==> config.mk <==
export PLATFORM = sky130hd
export DESIGN_NAME = sqrt_arbiter
export DESIGN_NICKNAME = d
export VERILOG_FILES = /design/src/rtl/sqrt_arb_pkg.sv /design/src/rtl/rr_pick.sv /design/src/rtl/sqrt_int.sv /design/src/rtl/sqrt_arbiter.sv
export SDC_FILE = /design/constraint.sdc
export NUM_CORES = 1
export LEC_CHECK = 0
export BUFFER_PORTS_ARGS = -buffer_cell sky130_fd_sc_hd__buf_4
export CORE_ASPECT_RATIO = 1.2
export CORE_MARGIN = 8
export CORE_UTILIZATION = 52
export CTS_CLUSTER_SIZE = 25
export DETAILED_ROUTE_END_ITERATION = 8
export PLACE_DENSITY_LB_ADDON = 0.08
export SKIP_LAST_GASP = 1
export SLEW_MARGIN = 20
export SYNTH_ARGS = -nofsm -noshare
export SYNTH_HDL_FRONTEND = slang
export SYNTH_SLANG_ARGS = --single-unit
==> constraint.sdc <==
create_clock -name clk -period 8.55 [get_ports clk]
set_clock_uncertainty 0.2 [all_clocks]
set_input_delay 1.2825 -clock clk [delete_from_list [all_inputs] [get_ports clk]]
set_output_delay 1.2825 -clock clk [all_outputs]
set_load 0.05 [all_outputs]
==> src/rtl/sqrt_arb_pkg.sv <==
// Shared types and sizing helpers for the square-root arbiter.
//   state_t  : arbiter FSM states
//   iter_of  : iteration count of sqrt_int for a given radicand width
//   tag_w_of : width of a requester index for a given requester count
package sqrt_arb_pkg;

  typedef enum logic [1:0] {
    StIdle,
    StStart,
    StWait,
    StResp
  } state_t;

  function automatic int unsigned iter_of(input int unsigned width);
    return width / 2;
  endfunction

  // Never narrower than one bit so a degenerate N still yields a legal vector.
  function automatic int unsigned tag_w_of(input int unsigned n);
    return (n > 1) ? $clog2(n) : 1;
  endfunction

endpackage

==> src/rtl/rr_pick.sv <==
// Combinational round-robin picker.
//   req          : request vector
//   ptr          : last granted index; search starts at ptr+1 and wraps
//   grant_onehot : one-hot grant (zero when no request)
//   grant_idx    : index of the granted request
//   any          : at least one request present
module rr_pick
  import sqrt_arb_pkg::*;
#(
  parameter  int unsigned N     = 4,
  localparam int unsigned TAG_W = tag_w_of(N)
) (
  input  logic [N-1:0]     req,
  input  logic [TAG_W-1:0] ptr,
  output logic [N-1:0]     grant_onehot,
  output logic [TAG_W-1:0] grant_idx,
  output logic             any
);

  localparam int NI = int'(N);

  always_comb begin
    grant_onehot = '0;
    grant_idx    = '0;
    any          = 1'b0;
    // i runs 1..N so ptr itself is visited last.
    for (int i = 1; i <= NI; i++) begin
      if (!any && req[(int'(ptr) + i) % NI]) begin
        any                                   = 1'b1;
        grant_idx                             = TAG_W'((int'(ptr) + i) % NI);
        grant_onehot[(int'(ptr) + i) % NI]    = 1'b1;
      end
    end
  end

endmodule

==> src/rtl/sqrt_int.sv <==
// Iterative integer square root, two radicand bits retired per cycle.
//   clk   : clock
//   start : load rad and begin; has priority over an operation in flight
//   rad   : radicand
//   busy  : iterating
//   valid : root/rem hold the result of the last completed operation
//   root  : floor(sqrt(rad)), upper WIDTH/2 bits are zero
//   rem   : rad - root*root
// No reset: start fully initialises the datapath.
module sqrt_int #(
  parameter int unsigned WIDTH = 8
) (
  input  logic             clk,
  input  logic             start,
  input  logic [WIDTH-1:0] rad,
  output logic             busy,
  output logic             valid,
  output logic [WIDTH-1:0] root,
  output logic [WIDTH-1:0] rem
);

  localparam int unsigned Half = WIDTH / 2;
  localparam int unsigned Iter = WIDTH / 2;
  // Partial remainder is at most 2*root (Half+1 bits); after shifting in two
  // radicand bits it needs Half+3.
  localparam int unsigned AccW = Half + 3;
  localparam int unsigned CntW = $clog2(Iter + 1);

  logic [WIDTH-1:0] x_q;
  logic [AccW-1:0]  acc_q;
  logic [Half-1:0]  root_q;
  logic [CntW-1:0]  cnt_q;
  logic             busy_q;
  logic             valid_q;

  logic [AccW-1:0] acc_sh;
  logic [AccW-1:0] trial;
  logic            fits;

  always_comb begin
    acc_sh = {acc_q[AccW-3:0], x_q[WIDTH-1 -: 2]};
    trial  = {1'b0, root_q, 2'b01};
    fits   = (acc_sh >= trial);
  end

  always_ff @(posedge clk) begin
    if (start) begin
      x_q     <= rad;
      acc_q   <= '0;
      root_q  <= '0;
      cnt_q   <= CntW'(Iter);
      busy_q  <= 1'b1;
      valid_q <= 1'b0;
    end else if (busy_q) begin
      x_q    <= x_q << 2;
      acc_q  <= fits ? (acc_sh - trial) : acc_sh;
      root_q <= {root_q[Half-2:0], fits};
      cnt_q  <= cnt_q - 1'b1;
      if (cnt_q == CntW'(1)) begin
        busy_q  <= 1'b0;
        valid_q <= 1'b1;
      end
    end
  end

  assign busy  = busy_q;
  assign valid = valid_q;
  assign root  = WIDTH'(root_q);
  assign rem   = WIDTH'(acc_q[Half:0]);

endmodule

==> src/rtl/sqrt_arbiter.sv <==
// Round-robin arbiter sharing one sqrt_int among N requesters.
//   clk, rst  : clock, synchronous active-high reset
//   req_valid : per-requester request valid
//   req_ready : per-requester request accept (at most one bit high)
//   req_rad   : packed radicands, requester k at [k*WIDTH +: WIDTH]
//   rsp_valid : per-requester response valid (one-hot or zero)
//   rsp_ready : per-requester response accept
//   rsp_root  : root of the current response (shared bus)
//   rsp_rem   : remainder of the current response (shared bus)
//   busy      : an operation is in progress
module sqrt_arbiter
  import sqrt_arb_pkg::*;
#(
  parameter  int unsigned N     = 4,
  parameter  int unsigned WIDTH = 8,
  localparam int unsigned TAG_W = tag_w_of(N)
) (
  input  logic               clk,
  input  logic               rst,
  input  logic [N-1:0]       req_valid,
  output logic [N-1:0]       req_ready,
  input  logic [N*WIDTH-1:0] req_rad,
  output logic [N-1:0]       rsp_valid,
  input  logic [N-1:0]       rsp_ready,
  output logic [WIDTH-1:0]   rsp_root,
  output logic [WIDTH-1:0]   rsp_rem,
  output logic               busy
);

  state_t           state_q, state_d;
  logic [TAG_W-1:0] ptr_q, ptr_d;
  logic [TAG_W-1:0] tag_q, tag_d;
  logic [WIDTH-1:0] rad_q, rad_d;
  logic [WIDTH-1:0] root_q, root_d;
  logic [WIDTH-1:0] rem_q, rem_d;

  logic [N-1:0]     pick_onehot;
  logic [TAG_W-1:0] pick_idx;
  logic             pick_any;

  logic             sq_start;
  logic             sq_busy;
  logic             sq_valid;
  logic [WIDTH-1:0] sq_root;
  logic [WIDTH-1:0] sq_rem;

  logic [WIDTH-1:0] rad_arr [N];

  for (genvar k = 0; k < int'(N); k++) begin : g_rad
    assign rad_arr[k] = req_rad[k*WIDTH +: WIDTH];
  end

  rr_pick #(
    .N (N)
  ) u_pick (
    .req          (req_valid),
    .ptr          (ptr_q),
    .grant_onehot (pick_onehot),
    .grant_idx    (pick_idx),
    .any          (pick_any)
  );

  sqrt_int #(
    .WIDTH (WIDTH)
  ) u_sqrt (
    .clk   (clk),
    .start (sq_start),
    .rad   (rad_q),
    .busy  (sq_busy),
    .valid (sq_valid),
    .root  (sq_root),
    .rem   (sq_rem)
  );

  always_comb begin
    state_d   = state_q;
    ptr_d     = ptr_q;
    tag_d     = tag_q;
    rad_d     = rad_q;
    root_d    = root_q;
    rem_d     = rem_q;
    req_ready = '0;
    rsp_valid = '0;
    sq_start  = 1'b0;

    unique case (state_q)
      StIdle: begin
        // Ready is only raised for the winner, so pick_any implies a handshake.
        if (pick_any) begin
          req_ready = pick_onehot;
          rad_d     = rad_arr[pick_idx];
          tag_d     = pick_idx;
          ptr_d     = pick_idx;
          state_d   = StStart;
        end
      end
      StStart: begin
        // Separate cycle so the unit's valid from the previous op is cleared
        // before StWait looks at it.
        sq_start = 1'b1;
        state_d  = StWait;
      end
      StWait: begin
        if (sq_valid && !sq_busy) begin
          root_d  = sq_root;
          rem_d   = sq_rem;
          state_d = StResp;
        end
      end
      StResp: begin
        rsp_valid[tag_q] = 1'b1;
        if (rsp_ready[tag_q]) begin
          state_d = StIdle;
        end
      end
      default: state_d = StIdle;
    endcase

    // Reset wins over a coincident request or a pending response.
    if (rst) begin
      req_ready = '0;
      rsp_valid = '0;
    end
  end

  always_ff @(posedge clk) begin
    if (rst) begin
      state_q <= StIdle;
      ptr_q   <= TAG_W'(N - 1);
      tag_q   <= '0;
      rad_q   <= '0;
      root_q  <= '0;
      rem_q   <= '0;
    end else begin
      state_q <= state_d;
      ptr_q   <= ptr_d;
      tag_q   <= tag_d;
      rad_q   <= rad_d;
      root_q  <= root_d;
      rem_q   <= rem_d;
    end
  end

  assign busy     = (state_q != StIdle);
  assign rsp_root = root_q;
  assign rsp_rem  = rem_q;

endmodule
== Word-level counts from Yosys, hierarchy flattened ==
Cells that the tools add are included.

* Add/subtract/negate cells: 6
* Magnitude comparators: 12
* Equal/unequal tests: 7
* Muxes and demuxes: 54
* Bitwise operators: 8
* Reductions and logical operators: 24

{| class="wikitable"
|+ Operators by type and width
! kind !! number
|-
| $mux W4 || 9
|-
| $mux W8 || 4
|-
| $mux W1 || 21
|-
| $bmux W8 S2 || 1
|-
| $lt A3 B4 Y1 const B || 4
|-
| $mux W2 || 7
|-
| $ge A3 B1 Y1 const B || 4
|-
| $or A4 B4 Y4 || 3
|-
| $bmux W1 S2 || 5
|-
| $demux W1 S2 || 5
|-
| $logic_and A1 B1 Y1 || 9
|-
| $pmux W2 S4 || 1
|-
| $reduce_or A2 Y1 || 4
|-
| $ge A7 B6 Y1 || 1
|-
| $ne A2 B2 Y1 const B || 3
|-
| $reduce_and A2 Y1 || 3
|-
| $mux W5 || 1
|-
| $sub A5 B5 Y5 || 1
|-
| $add A2 B1 Y2 const B || 2
|-
| $add A2 B2 Y2 const B || 2
|-
| $and A1 B1 Y1 const A || 4
|-
| $eq A2 B2 Y1 const B || 2
|-
| $logic_not A1 Y1 || 4
|-
| $reduce_bool A2 Y1 || 2
|-
| 9 further kinds || 9
|}

* Register bits: 45
* Input port bits: 42
* Output and inout bits: 25
* Word-level logic and storage cells: 123

== Depth between registers and ports, before layout ==
* Word-level depth: 20
* Depth in mapped cells: 13
* Mapped depth without buffers: 8

== Hierarchy ==
A second synthesis with hierarchy kept.

* Cell total of the unflattened synthesis: 370
* Area total of the unflattened synthesis: 3265.6 µm²

{| class="wikitable"
|+ By module, submodules not included
! module !! times used !! cells each !! area an instance (µm²) !! sequential area each (µm²)
|-
| sqrt_arbiter || 1 || 169 || 1456.4 || 600.6
|-
| sqrt_int || 1 || 115 || 1179.9 || 520.5
|-
| rr_pick || 1 || 86 || 629.4 || 0.0
|}

== Worst setup path before layout ==
OpenSTA, ideal clock, no wires.

* Kind: input-to-output
* Start point: in rst
* End point: out rsp_valid[0]
* Data arrival time: 3.254 ns
* Data required time: 7.068 ns
* Path slack: 3.813 ns
* Stages on the path: 3
* Buffers on the path: 2
* Cells stage by stage: clkbuf_1 clkbuf_1 nor4b_1

* Cells in the longest elaborated chain, start to end: 1

{| class="wikitable"
|+ RTL lines
! item !! RTL line !! source
|-
| from (decl) || sqrt_arbiter.sv:19 || <nowiki>input logic rst,</nowiki>
|-
| $mux W4 || sqrt_arbiter.sv:120 || <nowiki>if (rst) begin</nowiki>
|-
| to (decl) || sqrt_arbiter.sv:23 || <nowiki>output logic [N-1:0] rsp_valid,</nowiki>
|}

No other way between the ends.

== Worst setup path in the final report ==
* Start point: reg ptr_q[0]
* End point: out req_ready[3]

* Cells in the longest elaborated chain, start to end: 17
* Elaborated cells between the ends (all ways): 64
* Classes of those cells: add/sub (4); order compare (8); mux (31); bitwise (7); reduce/logical (14)

{| class="wikitable"
|+ RTL lines
! item !! RTL line !! source
|-
| from (decl) || sqrt_arbiter.sv:31 || <nowiki>logic [TAG_W-1:0] ptr_q, ptr_d;</nowiki>
|-
| from (signal assigned) || sqrt_arbiter.sv:129 || <nowiki>ptr_q <= TAG_W'(N - 1);</nowiki>
|-
| from (signal assigned) || sqrt_arbiter.sv:136 || <nowiki>ptr_q <= ptr_d;</nowiki>
|-
| $add A2 B1 Y2 || rr_pick.sv:28, rr_pick.sv:31 ||
|-
| $reduce_or A2 Y1 (no source line) or $bmux W1 S2 (tied branches) || -- ||
|-
| $and A1 B1 Y1 (no source line) or $mux W1 (tied branches) || -- ||
|-
| $lt A3 B4 Y1 (implied by the code), or another cell as far along || rr_pick.sv:31 || <nowiki>grant_onehot[(int'(ptr) + i) % NI] = 1'b1;</nowiki>
|-
| $logic_and A1 B1 Y1 (implied by the code) or $mux W1 (tied branches) || rr_pick.sv:31, rr_pick.sv:28 ||
|-
| $mux W1 (implied by the code) or $logic_not A1 Y1 (tied branches) || rr_pick.sv:31, rr_pick.sv:28 ||
|-
| $demux W1 S2 or $logic_and A1 B1 Y1 (tied branches) || -- ||
|-
| $mux W4 or $mux W1 (tied branches) || rr_pick.sv:28 || <nowiki>if (!any && req[(int'(ptr) + i) % NI]) begin</nowiki>
|-
| $or A4 B4 Y4 (no source line) or $logic_not A1 Y1 (tied branches) || -- ||
|-
| $mux W4 or $logic_and A1 B1 Y1 (tied branches) || rr_pick.sv:28 ||
|-
| $or A4 B4 Y4 (no source line) or $mux W1 (tied branches) || -- ||
|-
| $mux W4 or $logic_not A1 Y1 (tied branches) || rr_pick.sv:28 ||
|-
| $or A4 B4 Y4 (no source line) or $logic_and A1 B1 Y1 (tied branches) || -- ||
|-
| $mux W4 or $mux W1 (tied branches) || rr_pick.sv:28 ||
|-
| $mux W4 (*) || sqrt_arbiter.sv:89 || <nowiki>if (pick_any) begin</nowiki>
|-
| $mux W4 (*) || sqrt_arbiter.sv:86 || <nowiki>unique case (state_q)</nowiki>
|-
| $mux W4 (*) || sqrt_arbiter.sv:120 ||
|-
| to (decl) || sqrt_arbiter.sv:21 || <nowiki>output logic [N-1:0] req_ready,</nowiki>
|}

Every way passes the cells marked *; elsewhere a longest branch is shown, timed or not. The select of a mux whose other input is x is not followed.

==> results.py <==
metrics = {
    "global_routing": {
        "grt_pass1_wl_mm": 11.0,
        "grt_max_degree": 30,
        "grt_use_total": 0.157,
        "grt_antenna_before_repair": 0,
        "grt_overflow": 0,
        "grt_pass1_vias": 2372,
    },
    "synthesis": {
        "synth_edf_count": 8,
        "synth_top_area_share": 0.247,
        "synth_area_um2": 3000,
        "ys_warn_count": 0,
        "syn-instance-count": 319,
        "yosysUniqueCellTypes": 54,
        "synth-main-ff-cell": "dfxtp_1",
        "synth_area_leader_cell": "dfxtp_1",
        "yosysSeqAreaShare": 0.327,
        "async_reset_ff_frac": 0,
        "synth_seq_cells": 45,
        "syn_avg_cell_area_um2": 9.42,
        "yosys-top-cells-area": "dfxtp_1, ha_1, edfxtp_1, mux2i_1, nor2_1",
    },
    "floorplanning": {
        "die_w_um": 85.4,
        "ios": 67,
        "die_area_um2": 8480,
        "coreArea_um2": 5630,
        "die_h_um": 99.3,
        "rows": 30,
        "initial_utilization": 0.534,
    },
    "sta": {
        "period_needed_ns": 4.72,
        "tightestPinTransition_ns": 0.885,
        "setup_violations": 0,
        "relSlewSlack": 0.409,
        "drv_slew": 0,
        "fmax_mhz": 212,
        "finalCritPeriodShare": 0.553,
        "finalHoldViolations": 0,
        "setup_tns_ns": 0,
        "rsz0062_at_grt": "false",
    },
    "worst_setup_path": {
        "critPathMaxFanout": 19,
        "critPathKind": "flip-flop to output port",
        "arrival_ns": 3.24,
        "setup.worst_path.start_class": "flip-flop",
        "end_kind": "output port",
        "cp.required_ns": 7.07,
    },
    "clocking": {
        "cts-resized-gates": 0,
        "cts_sinks": 45,
        "clockBufferDepth": 2,
        "postCtsSetupRepairBufs": 0,
        "htreeDepth": 2,
        "cts_buffers": 5,
        "ctsHoldBuffers": 0,
        "cts_tree": "yes",
        "path_clk_slew_ns": 0.09,
        "cts_root_buffer": "clkbuf_8",
        "clkLatencyLatePin_ns": 0.30,
    },
    "pwr": {
        "p_per_area_nw_per_um2": 363,
        "ir_drop_uv": 268,
        "finalPower_uw": 1260,
        "leakagePower_uw": 0.00158,
    },
    "layout": {
        "nets": 425,
        "drive_gt1_frac": 0.248,
        "area_growth_pct": 15.5,
        "final_common_cell": "buf_4",
        "most-common-layout-cells": "buf_4, nor2_1, dfxtp_1",
        "diodes": 0,
    },
    "detailed_routing": {
        "drc": 0,
        "first_pass_iters": 4,
        "routedWlPerCell_um": 15.5,
        "drtAntennaViolNets": 0,
        "viasPerCell": 5.71,
        "postRouteWirelength_mm": 6.62,
        "vias": 2440,
        "drt_iter0_markers": 124,
    },
    "placement": {
        "place.gp.congestion": 0.817,
        "hpwl_mm": 5.03,
        "placement.io_buffers": 59,
    },
    "run_status": {
        "status": "finished clean",
    },
    "worst_hold_path": {
        "hold_class": "flip-flop to flip-flop",
    },
    "flow_run": {
        "drv_cap": 0,
    },
}
## cell families after synthesis
family / synth area share
xor+xnor: 0.0175
mux: 0.163
buf+inv: 0.0804
fa+ha+maj: 0.0875
other cells: 0.00125
compound gates: 0.173
flops: 0.327
simple gates: 0.151
## per-layer routing
metal / share of wire / track usage / wire length (um)
met1: 0.42 / 0.180 / 2810
met4: 0.017 / 0.0581 / 111
met5: 0 / 0 / 0
met3: 0.045 / 0.0380 / 300
met2: 0.51 / 0.275 / 3400
## worst max-delay path, stage by stage (launching register included)
cell,delay [ns]
dfxtp_1,0.76
inv_1,0.23
ha_1,0.51
mux4_2,0.55
nor2b_4,0.16
a22oi_1,0.17
nor2_1,0.07
a221oi_1,0.22
nor2_1,0.07
buf_4,0.19
## cell type report
type,count,area [um^2]
clock buffers,5,68.8
repair buffers,60,450
fillers,516,2160
clock inverters,3,21.3
multi-input cells,233,1800
well taps,64,80.1
inverters,17,63.8
flip-flops and latches,45,981
## power breakdown
group / switching [uW] / total (uW) / internal (uW) / leakage, uW
sequential: 85.3 / 387 / 302 / 0.000397
clock: 74.0 / 132 / 58.0 / 0.0000445
combinational: 401 / 739 / 339 / 0.00114
## cells in the mapped netlist, drive strengths merged, types with 2 or more instances
library cell and n:
a211oi 9, a21o 4, a21oi 12, a221oi 5
a22oi 4, a32oi 3, and2 3, buf 17
clkbuf 13, dfxtp 37, edfxtp 8, ha 21
inv 17, mux2 14, mux2i 23, mux4 4
nand2 7, nand2b 2, nand3b 11, nor2 43
nor2b 3, nor3b 4, nor4bb 2, o2111ai 8
o21a 2, o21ai 9, o21bai 2, o311ai 8
or2 3, xnor2 5
## registers in the layout, indices dropped and copies added, names as in the netlist, 3 cells and up
signal	flops
rad_q	8
u_sqrt.x_q	8
rsp_rem	5
u_sqrt.acc_q	5
rsp_root	4
u_sqrt.root_q	4
u_sqrt.cnt_q	3
## per-stage QoR
step | utilization | std cells | worst slack [ns] | hold WS [ns] | cell area, um^2
3_3_place_gp | 0.600 | 419 | 4.25 | 0.261 | 3380
3_5_place_dp | 0.600 | 419 | 4.17 | 0.264 | 3380
5_1_grt | 0.616 | 427 | 3.59 | 0.303 | 3470
4_1_cts | 0.616 | 427 | 3.82 | 0.278 | 3470
2_1_floorplan | - | 325 | 3.81 | 0.241 | 3030
6_report | 0.616 | 427 | 3.83 | 0.279 | 3470
## worst paths after layout
check | slack (ns) | cells past startpoint | endpoint | start
setup / recovery | 3.83 | 9 | req_ready[3] | ptr_q[0]
hold / removal | 0.28 | 2 | u_sqrt.valid | u_sqrt.valid
setup reg to reg | 4.72 | 8 | rad_q[4] | ptr_q[0]
hold reg to reg | 0.28 | 2 | u_sqrt.valid | u_sqrt.valid
No activity file was read; power rests on OpenSTA's default activity.
